## src/rtl/cla_pipe_addsub_pkg.sv

```systemverilog
// Shared types and elaboration helpers for the pipelined CLA add/sub unit.
// Segment and group sizing are derived here so every file agrees on them.
package cla_pipe_addsub_pkg;

    typedef struct packed {
        logic c;
        logic ovf;
        logic zero;
    } flags_t;

    function automatic bit cfg_ok(input int w, input int blk, input int stg);
        return (w > 0) && (blk > 0) && (stg > 0) && (w % (blk * stg) == 0);
    endfunction

    function automatic int seg_w(input int w, input int stg);
        return w / stg;
    endfunction

    function automatic int grp_per_seg(input int w, input int blk, input int stg);
        return w / (blk * stg);
    endfunction

endpackage

```

## src/rtl/cla_pipe_addsub_block.sv

```systemverilog
// One BLOCK-bit carry-look-ahead group with group generate/propagate.
// G/P are kept independent of cin so the group-level look-ahead stays acyclic.
module cla_block #(
    parameter int BLOCK = 4
) (
    input  logic [BLOCK-1:0] a,
    input  logic [BLOCK-1:0] b,
    input  logic             cin,
    output logic [BLOCK-1:0] sum,
    output logic             g,
    output logic             p,
    output logic             cout
);

    logic [BLOCK-1:0] bit_g;
    logic [BLOCK-1:0] bit_p;
    logic [BLOCK-1:0] c;

    assign bit_g = a & b;
    assign bit_p = a ^ b;

    always_comb begin
        g = 1'b0;
        p = 1'b1;
        for (int i = BLOCK - 1; i >= 0; i--) begin
            g = g | (p & bit_g[i]);
            p = p & bit_p[i];
        end
    end

    // Every bit carry is a flat sum-of-products of cin and the lower g/p.
    always_comb begin : carries
        logic ga;
        logic pa;
        c  = '0;
        ga = 1'b0;
        pa = 1'b1;
        for (int i = 0; i < BLOCK; i++) begin
            ga = 1'b0;
            pa = 1'b1;
            for (int j = i - 1; j >= 0; j--) begin
                ga = ga | (pa & bit_g[j]);
                pa = pa & bit_p[j];
            end
            c[i] = ga | (pa & cin);
        end
    end

    assign sum  = bit_p ^ c;
    assign cout = g | (p & cin);

endmodule

```

## src/rtl/cla_pipe_addsub.sv

```systemverilog
// Pipelined CLA adder/subtractor: one WIDTH/STAGES segment per stage,
// carry and skewed operands registered between stages, valid/ready flow.
module cla_pipe_addsub
    import cla_pipe_addsub_pkg::*;
#(
    parameter int WIDTH  = 32,
    parameter int BLOCK  = 4,
    parameter int STAGES = 2
) (
    input  logic             i_clk,
    input  logic             i_rst_n,
    input  logic             i_valid,
    output logic             o_ready,
    input  logic [WIDTH-1:0] i_a,
    input  logic [WIDTH-1:0] i_b,
    input  logic             i_cin,
    input  logic             i_sub,
    output logic             o_valid,
    input  logic             i_ready,
    output logic [WIDTH-1:0] o_s,
    output logic             o_c,
    output logic             o_ovf,
    output logic             o_zero
);

    localparam int SEG = seg_w(WIDTH, STAGES);
    localparam int GPS = grp_per_seg(WIDTH, BLOCK, STAGES);

    if (!cfg_ok(WIDTH, BLOCK, STAGES)) begin : g_bad_cfg
        $error("cla_pipe_addsub: WIDTH must be a multiple of BLOCK*STAGES");
    end

    logic [STAGES:1] v_q;
    logic [STAGES:1] v_in;
    logic [STAGES:1] ld;

    // A stage loads when empty or when its occupant moves on, so bubbles
    // are squeezed out even while the output is stalled.
    always_comb begin
        ld         = '0;
        v_in       = '0;
        ld[STAGES] = !v_q[STAGES] || i_ready;
        for (int k = STAGES - 1; k >= 1; k--) begin
            ld[k] = !v_q[k] || ld[k+1];
        end
        v_in[1] = i_valid;
        for (int k = 2; k <= STAGES; k++) begin
            v_in[k] = v_q[k-1];
        end
    end

    always_ff @(posedge i_clk) begin
        if (!i_rst_n) begin
            v_q <= '0;
        end else begin
            for (int k = 1; k <= STAGES; k++) begin
                if (ld[k]) begin
                    v_q[k] <= v_in[k];
                end
            end
        end
    end

    assign o_ready = ld[1];
    assign o_valid = v_q[STAGES];

    for (genvar k = 1; k <= STAGES; k++) begin : g_stg
        localparam int LO = (k - 1) * SEG;

        logic [WIDTH-1:0] a_in;
        logic [WIDTH-1:0] b_in;
        logic [WIDTH-1:0] s_in;
        logic [WIDTH-1:0] s_nx;
        logic             c_in;
        logic             c_nx;
        logic             en;
        logic [GPS-1:0]   grp_g;
        logic [GPS-1:0]   grp_p;
        logic [GPS-1:0]   grp_c;
        logic [GPS-1:0]   grp_co;
        logic [SEG-1:0]   seg_s;

        if (k == 1) begin : g_src
            assign a_in = i_a;
            assign b_in = i_b ^ {WIDTH{i_sub}};
            assign s_in = '0;
            assign c_in = i_cin;
        end else begin : g_src
            assign a_in = g_stg[k-1].g_reg.a_q;
            assign b_in = g_stg[k-1].g_reg.b_q;
            assign s_in = g_stg[k-1].g_reg.s_q;
            assign c_in = g_stg[k-1].g_reg.c_q;
        end

        // Data registers only move with a real entry; bubbles leave them.
        assign en = ld[k] && v_in[k];

        for (genvar j = 0; j < GPS; j++) begin : g_grp
            cla_block #(
                .BLOCK(BLOCK)
            ) u_blk (
                .a   (a_in[LO + j*BLOCK +: BLOCK]),
                .b   (b_in[LO + j*BLOCK +: BLOCK]),
                .cin (grp_c[j]),
                .sum (seg_s[j*BLOCK +: BLOCK]),
                .g   (grp_g[j]),
                .p   (grp_p[j]),
                .cout(grp_co[j])
            );
        end

        always_comb begin : lookahead
            logic ga;
            logic pa;
            grp_c = '0;
            ga    = 1'b0;
            pa    = 1'b1;
            for (int j = 0; j < GPS; j++) begin
                ga = 1'b0;
                pa = 1'b1;
                for (int m = j - 1; m >= 0; m--) begin
                    ga = ga | (pa & grp_g[m]);
                    pa = pa & grp_p[m];
                end
                grp_c[j] = ga | (pa & c_in);
            end
        end

        always_comb begin
            s_nx            = s_in;
            s_nx[LO +: SEG] = seg_s;
        end

        assign c_nx = grp_co[GPS-1];

        if (k < STAGES) begin : g_reg
            logic [WIDTH-1:0] a_q;
            logic [WIDTH-1:0] b_q;
            logic [WIDTH-1:0] s_q;
            logic             c_q;

            always_ff @(posedge i_clk) begin
                if (!i_rst_n) begin
                    a_q <= '0;
                    b_q <= '0;
                    s_q <= '0;
                    c_q <= 1'b0;
                end else if (en) begin
                    a_q <= a_in;
                    b_q <= b_in;
                    s_q <= s_nx;
                    c_q <= c_nx;
                end
            end
        end else begin : g_out
            logic [WIDTH-1:0] s_q;
            flags_t           flg_q;
            logic             msb_cin;

            // Carry into the MSB recovered from its sum bit.
            assign msb_cin = s_nx[WIDTH-1] ^ a_in[WIDTH-1] ^ b_in[WIDTH-1];

            always_ff @(posedge i_clk) begin
                if (!i_rst_n) begin
                    s_q   <= '0;
                    flg_q <= '0;
                end else if (en) begin
                    s_q        <= s_nx;
                    flg_q.c    <= c_nx;
                    flg_q.ovf  <= c_nx ^ msb_cin;
                    flg_q.zero <= (s_nx == '0);
                end
            end

            assign o_s    = s_q;
            assign o_c    = flg_q.c;
            assign o_ovf  = flg_q.ovf;
            assign o_zero = flg_q.zero;
        end
    end

endmodule

```

## config.mk

```make
export PLATFORM = sky130hd
export DESIGN_NAME = cla_pipe_addsub
export DESIGN_NICKNAME = d
export VERILOG_FILES = /design/src/rtl/cla_pipe_addsub_pkg.sv /design/src/rtl/cla_pipe_addsub_block.sv /design/src/rtl/cla_pipe_addsub.sv
export SDC_FILE = /design/constraint.sdc
export NUM_CORES = 1
export LEC_CHECK = 0
export CORE_MARGIN = 5
export CORE_UTILIZATION = 38
export DETAILED_ROUTE_END_ITERATION = 7
export SYNTH_ARGS = -nofsm -noshare
export SYNTH_HDL_FRONTEND = slang
export SYNTH_HIERARCHICAL = 1
export SYNTH_SLANG_ARGS = --single-unit
export TNS_END_PERCENT = 1
```

## constraint.sdc

```tcl
create_clock -name i_clk -period 3.4 [get_ports i_clk]
set_clock_uncertainty 0.05 [all_clocks]
set_input_delay 0.51 -clock i_clk [delete_from_list [all_inputs] [get_ports i_clk]]
set_output_delay 0.51 -clock i_clk [all_outputs]
set_load 0.1 [all_outputs]
```

==> run summary, run 1 <==
In the layout the commonest cells are 160 x sky130_fd_sc_hd__nand2_1, 103 x sky130_fd_sc_hd__clkdlybuf4s50_1, 84 x sky130_fd_sc_hd__dfxtp_1, 68 x sky130_fd_sc_hd__a21boi_0, 30 x sky130_fd_sc_hd__xnor2_1. The number of top-level pins came out at 107. For the worst setup path, the data arrival time is 3500 ps.

The post-route non-filler standard cell count came out at 831. The worst stage delay on the critical path is 510 ps. For this design the ratio of total power to cell area is 444 nW/um^2. The fraction of the cycle the final worst path needs is 0.967. The final core utilization came out at 0.506.

The die is 123 um wide. The maximum resistive drop on vdd is 0.212 mV. For this design the static power due to leakage is 2.71 nW.

For this run, the top clock speed supported by timing is 304 MHz. The largest individual stage delay along the critical path comes from the cell sky130_fd_sc_hd__or4_1. The number of max-cap violations is 0. The number of input and output port buffers inserted is 106. The number of instances in the placed design came out at 816. The number of nets in the synthesized netlist came out at 669. The worst setup path is launched from a flip-flop. Using the TritonRoute via totals, the vias-per-cell ratio works out to 4.91. The highest net fanout along the worst path is 5. The die footprint is 15100 um^2. The number of antenna repair diodes came out at 0. Routability-driven placement finished with a final weighted congestion of 0.850. The reg-to-reg startpoint is g_stg[1].g_reg.a_q[17]$_SDFFE_PN0P_. Dividing the detail-routed wire length by the instance count gives 14.1 um. The initial antenna violation count is 0. After routing, the total negative slack on setup checks comes to 0 ps.

For the worst-skew pair, the clock arrives at the later sink with an insertion delay of 330 ps. The number of filler cells placed in the layout is 1248. In this run, CTS created clock tree buffers numbering 9. The worst path required time is 3620 ps.

The number of H-tree levels came out at 3. The endpoint class of the critical path is a flip-flop. The largest net degree at the start of global routing is 87. The maximum buffer depth of the clock tree came out at 2. The largest delay contributor family on the critical path is compound AO/OA/AOI/OAI gates. In this run the cell area of the synthesized design comes to 4840 um^2. The endpoint of the worst hold path is o_s[11]$_SDFFE_PN0P_. The tightest min-delay check is of the reg -> reg type. The number of cells traversed by the worst register-to-register path is 11.

The count of unresolved DRC violations after routing is 0. The signal on the critical path passes through ha_4 > a21oi_1 > o21ai_0 > a21o_1 > a21o_1 > a21o_1 > fa_1 > xor2_1 > or4_1 > or4_1 > o21ai_1. For flop-to-flop paths, the worst setup slack is 110 ps.

The startpoint identified for the worst hold timing path is o_s[11]$_SDFFE_PN0P_. The synthesis-to-finish area growth is 31.4%. The post-synthesis instance total is 559. After global routing the overflow that remains totals 0. For the pin with the worst max-slew slack, the measured transition is 1070 ps. The worst hold margin came out at 414 ps.

The clock tree from TritonCTS is yes. The count of yosys warnings during synthesis came out at 6. The final wirelength is 11700 um. Setup violations remaining at the end of the flow were counted as 0. Setup repair after global routing left no endpoint under its margin. The first routing iteration left 182 violations. The synthesized area per cell is 8.65 um^2. The number of global-route vias before repair came out at 4077. The die outline height came out at 123 um. The finished cells cover 6350 um^2. The post-layout minimum cycle time is 3290 ps. The final hold violation count was 0. The first-pass GRT wire length came out at 19600 um.

The remaining max-slew budget at the tightest pin came out at 0.287. The final HPWL from detailed placement is 9030 um. The total iterations of the first detailed-routing run is 4. The placement row count is 41. The tree is rooted in a sky130_fd_sc_hd__clkbuf_16. The placed instances occupy a cell area of 6060 um^2. Clock-pin slew was measured on the worst setup and hold paths at 60 ps. The detail route stage leaves a number of antenna-violating nets equal to 0.

The number of vias in the routed layout is 4078. Together, buffers and inverters on the worst path number 0. The flow ran to the end, and the final reports show no timing, DRC or antenna violations. The final setup slack of the worst path is 113 ps. The count of cells along the worst hold path came out at 2. Clock tree synthesis found a total of 86 sinks. The worst slack after detailed placement is 2.79 ps. Power comes to 2.82 mW. In this run the critical register-to-register path is captured at o_zero$_SDFFE_PN0P_. At the end of the flow, the number of nets in the layout was 765. The final max-slew violation count came out at 0.

Across every metal layer, demand over resource in global routing totals 0.163. The initial standard-cell utilization of the core came out at 0.385. In the final layout, the share of cells above drive strength 1 is 0.0653. The critical path start-end classification is reg -> reg. The post-CTS setup buffer count is 0. The core area is 12600 um^2. The cell with the most instances on the worst path is sky130_fd_sc_hd__a21o_1. Leaving out fill and tap cells, the most frequent cell in the layout is sky130_fd_sc_hd__nand2_1.
-- worst max path at each step --
stage / startpoint / to / slack [ps] / cells after the start
floorplan: v_q[2]$_SDFFE_PN0P_ / g_stg[1].g_reg.b_q[16]$_SDFFE_PN0P_ / 230 / 5
global placement: i_b[2] / g_stg[1].g_reg.s_q[14]$_SDFFE_PN0P_ / 80 / 14
detailed placement: i_b[2] / g_stg[1].g_reg.s_q[14]$_SDFFE_PN0P_ / 3 / 14
CTS: g_stg[1].g_reg.a_q[17]$_SDFFE_PN0P_ / o_zero$_SDFFE_PN0P_ / 70 / 11
global route: g_stg[1].g_reg.a_q[17]$_SDFFE_PN0P_ / o_zero$_SDFFE_PN0P_ / 6 / 11
finish: g_stg[1].g_reg.a_q[17]$_SDFFE_PN0P_ / o_zero$_SDFFE_PN0P_ / 110 / 11
-- worst reg2reg max path: stages (launching register included) --
cell and delay [ps]:
sky130_fd_sc_hd__dfxtp_2 330, sky130_fd_sc_hd__ha_4 260, sky130_fd_sc_hd__a21oi_1 180, sky130_fd_sc_hd__o21ai_0 100, sky130_fd_sc_hd__a21o_1 210, sky130_fd_sc_hd__a21o_1 230, sky130_fd_sc_hd__a21o_1 230, sky130_fd_sc_hd__fa_1 380
sky130_fd_sc_hd__xor2_1 170, sky130_fd_sc_hd__or4_1 510, sky130_fd_sc_hd__or4_1 470, sky130_fd_sc_hd__o21ai_1 120
-- state kept, by name (all words and copies together) (netlist names) --
register	count
o_zero	1
o_s	32
g_stg.g_reg.c_q	1
v_q	2
o_ovf	1
g_stg.g_reg.s_q	16
g_stg.g_reg.a_q	16
g_stg.g_reg.b_q	16
o_c	1
-- repair_timing --
action	4_1_cts	5_1_grt
hold buffers	0	0
endpoints found under the setup margin	0	1
resized for setup	0	5
-- where the power goes --
group          leakage, nW  switching, mW  internal (mW)
clock network        0.121          0.384          0.489
logic                 1.88          0.465          0.337
registers            0.706         0.0610           1.08
total                 2.71          0.910           1.91
-- cell type report --
type	count	area, um^2	area share
sequential	86	1720	0.271
tap	172	215	0.0339
timing repair buffer	115	1130	0.178
multi-input combinational	428	2970	0.468
clock inverter	4	25.0	0.00394
inverter	15	56.3	0.00886
clock buffer	11	233	0.0366
-- layer usage --
| metal | track usage | routed length [um] |
|---|---|---|
| met5 | 0 | 0 |
| met4 | 0.0525 | 218 |
| met3 | 0.0318 | 487 |
| met2 | 0.252 | 5140 |
| met1 | 0.227 | 5860 |
Power figures use the tool's default switching activity.
==> inputs of run 2 (changes only) <==
- ABC_AREA: not set -> 1
==> run summary, run 2 <==
The proportion of layout cells with a drive suffix above 1 is 0.0625 (-0.00275). The flow ran to the end, and the final reports show no timing, DRC or antenna violations. The power density normalized to cell area is 491 nW/um^2 (+11%).

The number of nets in the synthesized netlist is 824 (+23%). The leakage component of the power came out at 3.04 nW (+12%). The actual slew at the worst max-slew pin came to 986 ps (-81.2 ps).

The final setup slack of the worst path came out at 334 ps (+221 ps). The total power is 3.24 mW (+15%). The internal power summed over all cells came out at 2.16 mW (+13%). The number of max-cap violations is 0 (unchanged). For this design, the slowest cell found on the critical path is sky130_fd_sc_hd__clkdlybuf4s50_1. The number of DRC violations after detailed-routing iteration 0 is 236 (+30%). Leaving out fill and tap cells, the most frequent cells in the layout are 148 x sky130_fd_sc_hd__nor2_1, 105 x sky130_fd_sc_hd__nand2_1, 102 x sky130_fd_sc_hd__clkdlybuf4s50_1, 86 x sky130_fd_sc_hd__dfxtp_1, 61 x sky130_fd_sc_hd__inv_1. The maximum buffer depth of the clock tree came to 2 (unchanged). The post-synthesis instance total is 714 (+28%). The number of buffer and inverter instances along the worst setup path is 3 (+3). The highest attainable clock frequency came to 326 MHz (+7.2%).

The cell sitting at the root of the clock tree is a sky130_fd_sc_hd__clkbuf_16. The number of flip-flops in the largest register is 32 (unchanged). The first-pass GRT wire length came out at 21900 um (+12%).

The highest net fanout along the worst path is 4 (-1). The number of sinks on the clock net came to 86 (unchanged). The storage element area is 1720 um^2 (-0.14%). The TritonCTS buffer count came to 9 (unchanged). The number of H-tree levels is 3 (unchanged). The per-cell via count in the routed design was 4.74 (-3.5%).

The routability congestion estimate from global placement is 0.845 (-0.54%). The final max-slew violation count is 0 (unchanged). The worst path required time is 3580 ps (-40 ps).

The placement row count came out at 42 (+2.4%). The worst stage delay on the critical path is 470 ps (-40 ps). The synthesized area per cell came out at 7.21 um^2 (-17%).

The number of filler cells placed in the layout came to 1358 (+8.8%). The number of global-route vias before repair was 4881 (+20%). The maximum resistive drop on vdd came out at 0.250 mV (+18%). The worst register-to-register path ends at o_zero$_SDFFE_PN0P_.

Setup repair after global routing left no endpoint under its margin. The area of the multi-input gates is 2970 um^2 (-0.17%). TritonCTS built the clock tree. The wire length per cell is 12.8 um (-9.1%). The remaining max-slew budget at the tightest pin came out at 0.341 (+0.0538). The count of yosys warnings during synthesis is 6 (unchanged). The number of gates given a new drive strength after cts came out at 0 (unchanged). The switching power total came to 1.08 mW (+19%). Leaving out fill and tap cells, the most frequent cell in the layout is sky130_fd_sc_hd__nor2_1. The relative contribution of the clock network to total power is 0.334 (+0.024). The clock slew seen by the registers of the worst setup and hold paths came out at 60 ps (about the same).

The die footprint is 16000 um^2 (+5.9%). The final HPWL from detailed placement was 9770 um (+8.1%). The worst hold margin is 421 ps (+7.09 ps). The largest net degree at the start of global routing was 40 (-54%). The final hold violation count came out at 0 (unchanged). The post-layout net count is 921 (+20%).

The post-CTS setup buffer count came to 0 (unchanged). From synthesis to final layout, the design area changed by 28.2%. The final setup violation count is 0 (unchanged). Walking the worst path, the cells encountered are clkdlybuf4s50_1 > xor2_1 > ha_1 > nand2_1 > inv_1 > a21oi_1 > nand2_1 > a21o_1 > a21oi_1 > inv_1 > a21o_1 > fa_1 > xor2_1 > o21ai_1 > nor2_1. The number of cells traversed by the worst register-to-register path is 16 (+5). The residual overflow from global routing came out at 0 (unchanged). The worst setup path is captured at a flip-flop.

The initial standard-cell utilization of the core is 0.389 (+0.00403). The worst slack after detailed placement came to -25.4 ps (-28.2 ps). The critical path depth in cells was 15 (+4). The proportion of power drawn by flip-flops and latches came out at 0.355 (-0.051). The remaining antenna violation count is 0 (unchanged).

The number of input and output port buffers inserted came to 106 (unchanged). The reg-to-reg startpoint is g_stg[1].g_reg.a_q[19]$_SDFFE_PN0P_. The cell area after synthesis came out at 5150 um^2 (+6.5%). The global-route total usage across every layer was 0.164 (+0.00129). The total iterations of the first detailed-routing run came out at 4 (unchanged). The final wirelength came out at 12700 um (+8.5%). The horizontal die dimension was 126 um (+2.9%). The type of element launching the critical path is a primary input. The fraction of the cycle the final worst path needs came out at 0.902 (-0.0650). The number of vias in the routed layout is 4700 (+15%). The count of unresolved DRC violations after routing came out at 0 (unchanged). The fraction of power spent switching nets was 0.333 (+0.0100). The endpoint arrival time on the critical path is 3250 ps (-250 ps). The setup slack of the most critical reg-to-reg path is 420 ps (+310 ps).

The source of the critical timing path is i_b[3]. The critical path in this run is classified as in -> reg. The logic gate share of total power came out at 0.311 (+0.026). The die outline height is 126 um (+2.9%). The most critical setup path has its endpoint at g_stg[1].g_reg.s_q[13]$_SDFFE_PN0P_.

The post-layout minimum cycle time came out at 3070 ps (-221 ps). The number of antenna repair diodes is 0 (unchanged). The initial antenna violation count came to 0 (unchanged). The core area is 13200 um^2 (+5.4%).

The hold-fix buffer count after cts is 0 (unchanged). The insertion delay of the later-clocked pin in the worst-skew pair came out at 340 ps (about the same). Broken down by cell family, the worst path's largest delay share belongs to compound AO/OA/AOI/OAI gates. The worst min-delay path category is reg -> reg. The number of top-level pins is 107 (unchanged).
## run 2: routing by layer
layer | part of all wire | up-vias | track usage | wire length (um)
li1 | - | 2490 | - | -
met5 | 0 | - | 0 | 0
met3 | 0.046 | 16 | 0.0332 | 585
met1 | 0.47 | 2104 | 0.202 | 5950
met4 | 0.018 | 0 | 0.0555 | 229
met2 | 0.47 | 90 | 0.285 | 5930
## run 2: area by class of cell
class | count | share of cell area
clock buffer | 13 | 0.0409
clock inverter | 3 | 0.00986
inverter | 63 | 0.0358
multi-input combinational | 535 | 0.449
sequential | 86 | 0.261
tap | 176 | 0.0334
timing repair buffer | 116 | 0.170
## run 2: worst min-delay path by stage
| stage | endpoint | from | depth (start not counted) | slack [ps] |
|---|---|---|---|---|
| global route | o_s[0]$_SDFFE_PN0P_ | g_stg[1].g_reg.s_q[0]$_SDFFE_PN0P_ | 2 | 460 |
| finish | g_stg[1].g_reg.s_q[0]$_SDFFE_PN0P_ | g_stg[1].g_reg.s_q[0]$_SDFFE_PN0P_ | 2 | 420 |
| detailed placement | g_stg[1].g_reg.s_q[0]$_SDFFE_PN0P_ | g_stg[1].g_reg.s_q[0]$_SDFFE_PN0P_ | 2 | 410 |
| CTS | g_stg[1].g_reg.s_q[0]$_SDFFE_PN0P_ | g_stg[1].g_reg.s_q[0]$_SDFFE_PN0P_ | 2 | 420 |
| global placement | o_zero$_SDFFE_PN0P_ | o_zero$_SDFFE_PN0P_ | 2 | 400 |
| floorplan | o_s[2]$_SDFFE_PN0P_ | g_stg[1].g_reg.s_q[2]$_SDFFE_PN0P_ | 2 | 390 |
## run 2: worst register-to-register path, stage by stage, from the launching register on
cell and delay (ps):
sky130_fd_sc_hd__dfxtp_1 320, sky130_fd_sc_hd__ha_1 340, sky130_fd_sc_hd__nand2_1 120, sky130_fd_sc_hd__inv_1 60
sky130_fd_sc_hd__a21oi_1 120, sky130_fd_sc_hd__nand2_1 60, sky130_fd_sc_hd__a21o_1 210, sky130_fd_sc_hd__a21oi_1 150
sky130_fd_sc_hd__inv_1 120, sky130_fd_sc_hd__a21o_1 230, sky130_fd_sc_hd__fa_1 390, sky130_fd_sc_hd__xor2_1 160
sky130_fd_sc_hd__nor2_1 130, sky130_fd_sc_hd__nand4_1 170, sky130_fd_sc_hd__nor2_1 130, sky130_fd_sc_hd__nand2_1 50
sky130_fd_sc_hd__a21oi_1 110
## run 2: power by group through the flow
stage / registers [mW] / logic (mW) / clock network (mW)
2_1_floorplan: 1.39 / 0.532 / 0
3_3_place_gp: 1.17 / 0.991 / 0
3_5_place_dp: 1.18 / 1.01 / 0
4_1_cts: 1.15 / 1.01 / 1.11
5_1_grt: 1.16 / 1.12 / 1.15
6_report: 1.15 / 1.01 / 1.08
## run 2: metrics by stage
| stage | setup TNS, ps | utilization | instance area (um^2) | std cells |
|---|---|---|---|---|
| after CTS | 0 | 0.498 | 6600 | 992 |
| after detailed placement | -25.4 | 0.473 | 6270 | 976 |
| after global routing | 0 | 0.498 | 6600 | 992 |
| after global placement | 0 | 0.473 | 6270 | 976 |
| after floorplan | 0 | - | 5150 | 714 |
| final | 0 | 0.498 | 6600 | 992 |
==> inputs of run 3 (changes only) <==
- SYNTH_HIERARCHICAL: 1 -> not set
==> run summary, run 3 <==
The synthesized area per cell came to 7.58 um^2 (+5.1%). Ranked by instance count, the synthesized netlist is headed by 86 x sky130_fd_sc_hd__dfxtp_1, 80 x sky130_fd_sc_hd__nor2_1, 67 x sky130_fd_sc_hd__o21ai_0. The power density normalized to cell area came out at 524 nW/um^2 (+6.7%).

The number of H-tree levels is 3 (unchanged). The post-layout net count came to 835 (-9.3%). The worst path required time is 3570 ps (about the same). The final setup slack of the worst path came to 615 ps (+281 ps).

The core area is 12500 um^2 (-5.9%). The top cell types in the final layout, fill and taps aside, are 103 x sky130_fd_sc_hd__clkdlybuf4s50_1, 86 x sky130_fd_sc_hd__dfxtp_1, 80 x sky130_fd_sc_hd__nor2_1, 67 x sky130_fd_sc_hd__o21ai_0. The count of cells along the worst hold path came out at 2 (unchanged).

The number of cells traversed by the worst register-to-register path came out at 19 (+3). The die outline height is 122 um (-3.3%). The post-synthesis instance total came out at 631 (-12%). The hold-fix buffer count after cts came to 0 (unchanged).

The number of max-cap violations is 0 (unchanged). The worst hold margin is 416 ps (-5.17 ps). The worst register-to-register path ends at o_zero$_SDFFE_PN0P_. By instance count, the leading cell after synthesis is sky130_fd_sc_hd__dfxtp_1. The wire length per cell is 13.6 um (+6.0%). The worst setup path is launched from a primary input.

By startpoint and endpoint, the worst setup path is classified as in -> reg. The count of unresolved DRC violations after routing is 0 (unchanged). The leakage component of the power was 2.85 nW (-6.1%). The number of instances in the placed design is 886 (-9.2%). The cell area after synthesis is 4780 um^2 (-7.1%).

For this run, the leading register cell type out of synthesis is sky130_fd_sc_hd__dfxtp_1. The number of nets in the synthesized netlist came out at 741 (-10%). The part of the Yosys area used for sequential elements came out at 0.360. The post-route non-filler standard cell count was 902 (-9.1%). The number of global-route vias before repair is 4300 (-12%). The initial standard-cell utilization of the core came out at 0.384 (-0.00507). The number of antenna repair diodes came out at 0 (unchanged). The endpoint arrival time on the critical path is 2950 ps (-300 ps). The worst hold path begins at o_s[29]$_SDFFE_PN0P_. The total iterations of the first detailed-routing run is 4 (unchanged). The count of yosys warnings during synthesis came out at 0 (-6). By area the synthesized netlist is led by sky130_fd_sc_hd__dfxtp_1 36%, sky130_fd_sc_hd__ha_1 8.4%, sky130_fd_sc_hd__o21ai_0 7.0%.

The final HPWL from detailed placement came out at 9300 um (-4.7%). The root buffer selected by CTS is sky130_fd_sc_hd__clkbuf_16. The final max-slew violation count is 0 (unchanged). The post-layout minimum cycle time is 2780 ps (-281 ps). The remaining antenna violation count is 0 (unchanged). The number of filler cells placed in the layout is 1223 (-9.9%). The count of distinct cell types in the synthesized netlist is 31. The insertion delay of the later-clocked pin in the worst-skew pair is 330 ps (about the same). The number of vias in the routed layout came to 4324 (-8.0%). The final hold violation count is 0 (unchanged). The per-cell via count in the routed design came out at 4.79 (+1.2%). The final sum of negative setup slack came out at 0 ps (unchanged). The run finished with clean final reports.

The actual slew at the worst max-slew pin is 975 ps (-10.2 ps). The number of input and output port buffers inserted came out at 106 (unchanged). The number of sinks on the clock net came out at 86 (unchanged).

After synthesis the netlist holds a flip-flop and latch count of 86. The routability congestion estimate from global placement is 0.855 (+1.1%). The fraction of the cycle the final worst path needs is 0.819 (-0.0828).

The path with the worst hold slack has its endpoint at o_s[29]$_SDFFE_PN0P_. The endpoint class of the critical path is a flip-flop. The commonest non-fill, non-tap cell in the layout is sky130_fd_sc_hd__clkdlybuf4s50_1. The final core utilization is 0.511 (+0.0125). The horizontal die dimension came to 122 um (-3.3%). The TritonCTS buffer count came out at 9 (unchanged). The initial antenna violation count is 0 (unchanged).

The reg-to-reg startpoint is g_stg[1].g_reg.b_q[27]$_SDFFE_PN0P_. The global-route total usage across every layer came to 0.169 (+0.00543). The remaining max-slew budget at the tightest pin came out at 0.348 (+0.00683). The number of flops mapped to enable cells by yosys came out at 0. The die footprint is 14900 um^2 (-6.5%). TritonCTS built the clock tree. The post-route cell area is 6370 um^2 (-3.5%). The clock slew seen by the registers of the worst setup and hold paths is 60 ps (about the same).

The share of flip-flops with an asynchronous set or reset came out at 0. The number of top-level pins is 107 (unchanged). The worst slack after detailed placement is 293 ps (+318 ps). The residual overflow from global routing is 0 (unchanged). The number of flip-flops in the largest register is 32 (unchanged). The final setup violation count is 0 (unchanged). The proportion of layout cells with a drive suffix above 1 came to 0.0548 (-0.00771).

Setup repair after global routing left no endpoint under its margin. The total power is 3.34 mW (+2.9%). The placed cell area came out at 5990 um^2 (-4.4%). The highest net fanout along the worst path is 3 (-1).

The synthesis-to-finish area growth is 33.2%. The first-pass GRT wire length is 20300 um (-7.1%). The maximum buffer depth of the clock tree came out at 2 (unchanged). The min-delay analysis places its worst path in the category reg -> reg. The number of gates given a new drive strength after cts came to 0 (unchanged). The post-CTS setup buffer count is 0 (unchanged).

The highest attainable clock frequency came out at 359 MHz (+10%). The maximum resistive drop on vdd is 0.246 mV (-1.6%). The number of DRC violations after detailed-routing iteration 0 came out at 302 (+28%).

The area fraction of the dominant cell type after synthesis came out at 0.360. The setup slack of the most critical reg-to-reg path came out at 660 ps (+240 ps). The placement row count came to 41 (-2.4%).

The largest net degree at the start of global routing is 72 (+80%). The final wirelength came to 12200 um (-3.6%). Of all cell types, the one taking the most synthesized area is sky130_fd_sc_hd__dfxtp_1.
-- run 3: cell count changes in the layout (fill, tap and decap cells not counted), moves of 8 or more --
cell / previous run / this run
sky130_fd_sc_hd__nand2_1: 105 / 63
sky130_fd_sc_hd__o21ai_1: 27 / 0
sky130_fd_sc_hd__o211ai_1: 0 / 8
sky130_fd_sc_hd__a21oi_1: 35 / 65
sky130_fd_sc_hd__or2_0: 8 / 0
sky130_fd_sc_hd__nand4_1: 19 / 9
sky130_fd_sc_hd__o21ai_0: 51 / 67
sky130_fd_sc_hd__nor2_1: 148 / 80
-- run 3: area by class of cell --
class	instances	area, um^2	area share
tap	172	215	0.0338
clock buffer	11	253	0.0397
inverter	66	248	0.0389
timing repair buffer	112	1110	0.174
multi-input combinational	450	2700	0.423
clock inverter	5	129	0.0202
sequential	86	1720	0.270
-- run 3: worst max-delay path: stages --
cell and delay (ps):
sky130_fd_sc_hd__clkdlybuf4s50_1 430, sky130_fd_sc_hd__xnor2_1 250, sky130_fd_sc_hd__inv_1 80, sky130_fd_sc_hd__ha_1 330, sky130_fd_sc_hd__nand4_1 130, sky130_fd_sc_hd__nor2_1 170
sky130_fd_sc_hd__nand3_1 90, sky130_fd_sc_hd__nand4_1 150, sky130_fd_sc_hd__inv_1 80, sky130_fd_sc_hd__fa_1 400, sky130_fd_sc_hd__xnor2_1 140, sky130_fd_sc_hd__o21ai_0 140
sky130_fd_sc_hd__a21oi_1 50
-- run 3: logic make-up (layout without fill, tap and decap cells) --
group / count (synthesis) / in the layout / synth area share
buffers and inverters: 95 / 194 / 0.0761
AO/OA/AOI/OAI: 153 / 153 / 0.170
XOR/XNOR: 45 / 45 / 0.0824
adder cells (fa/ha/maj): 40 / 40 / 0.117
AND/OR/NAND/NOR: 212 / 212 / 0.194
flip-flops: 86 / 86 / 0.360
-- run 3: routing by layer --
layer | vias up | part of all wire | GRT usage
met3 | 5 | 0.053 | 0.0422
met5 | - | 0 | 0
met1 | 1938 | 0.50 | 0.241
met4 | 0 | 0.0069 | 0.0399
met2 | 98 | 0.44 | 0.258
li1 | 2283 | - | -
-- run 3: worst max path at each step --
stage / endpoint / slack (ps) / startpoint
3_3_place_gp: g_stg[1].g_reg.s_q[13]$_SDFFE_PN0P_ / 410 / i_b[8]
6_report: g_stg[1].g_reg.s_q[13]$_SDFFE_PN0P_ / 620 / i_b[8]
4_1_cts: g_stg[1].g_reg.s_q[13]$_SDFFE_PN0P_ / 650 / i_b[8]
3_5_place_dp: g_stg[1].g_reg.s_q[13]$_SDFFE_PN0P_ / 290 / i_b[8]
5_1_grt: o_zero$_SDFFE_PN0P_ / 330 / g_stg[1].g_reg.a_q[27]$_SDFFE_PN0P_
2_1_floorplan: g_stg[1].g_reg.s_q[10]$_SDFFE_PN0P_ / 160 / v_q[2]$_SDFFE_PN0P_
-- run 3: report_power, final --
| part | internal (mW) | switching [mW] |
|---|---|---|
| Clock | 0.834 | 0.405 |
| Sequential | 1.09 | 0.0552 |
| Combinational | 0.337 | 0.611 |
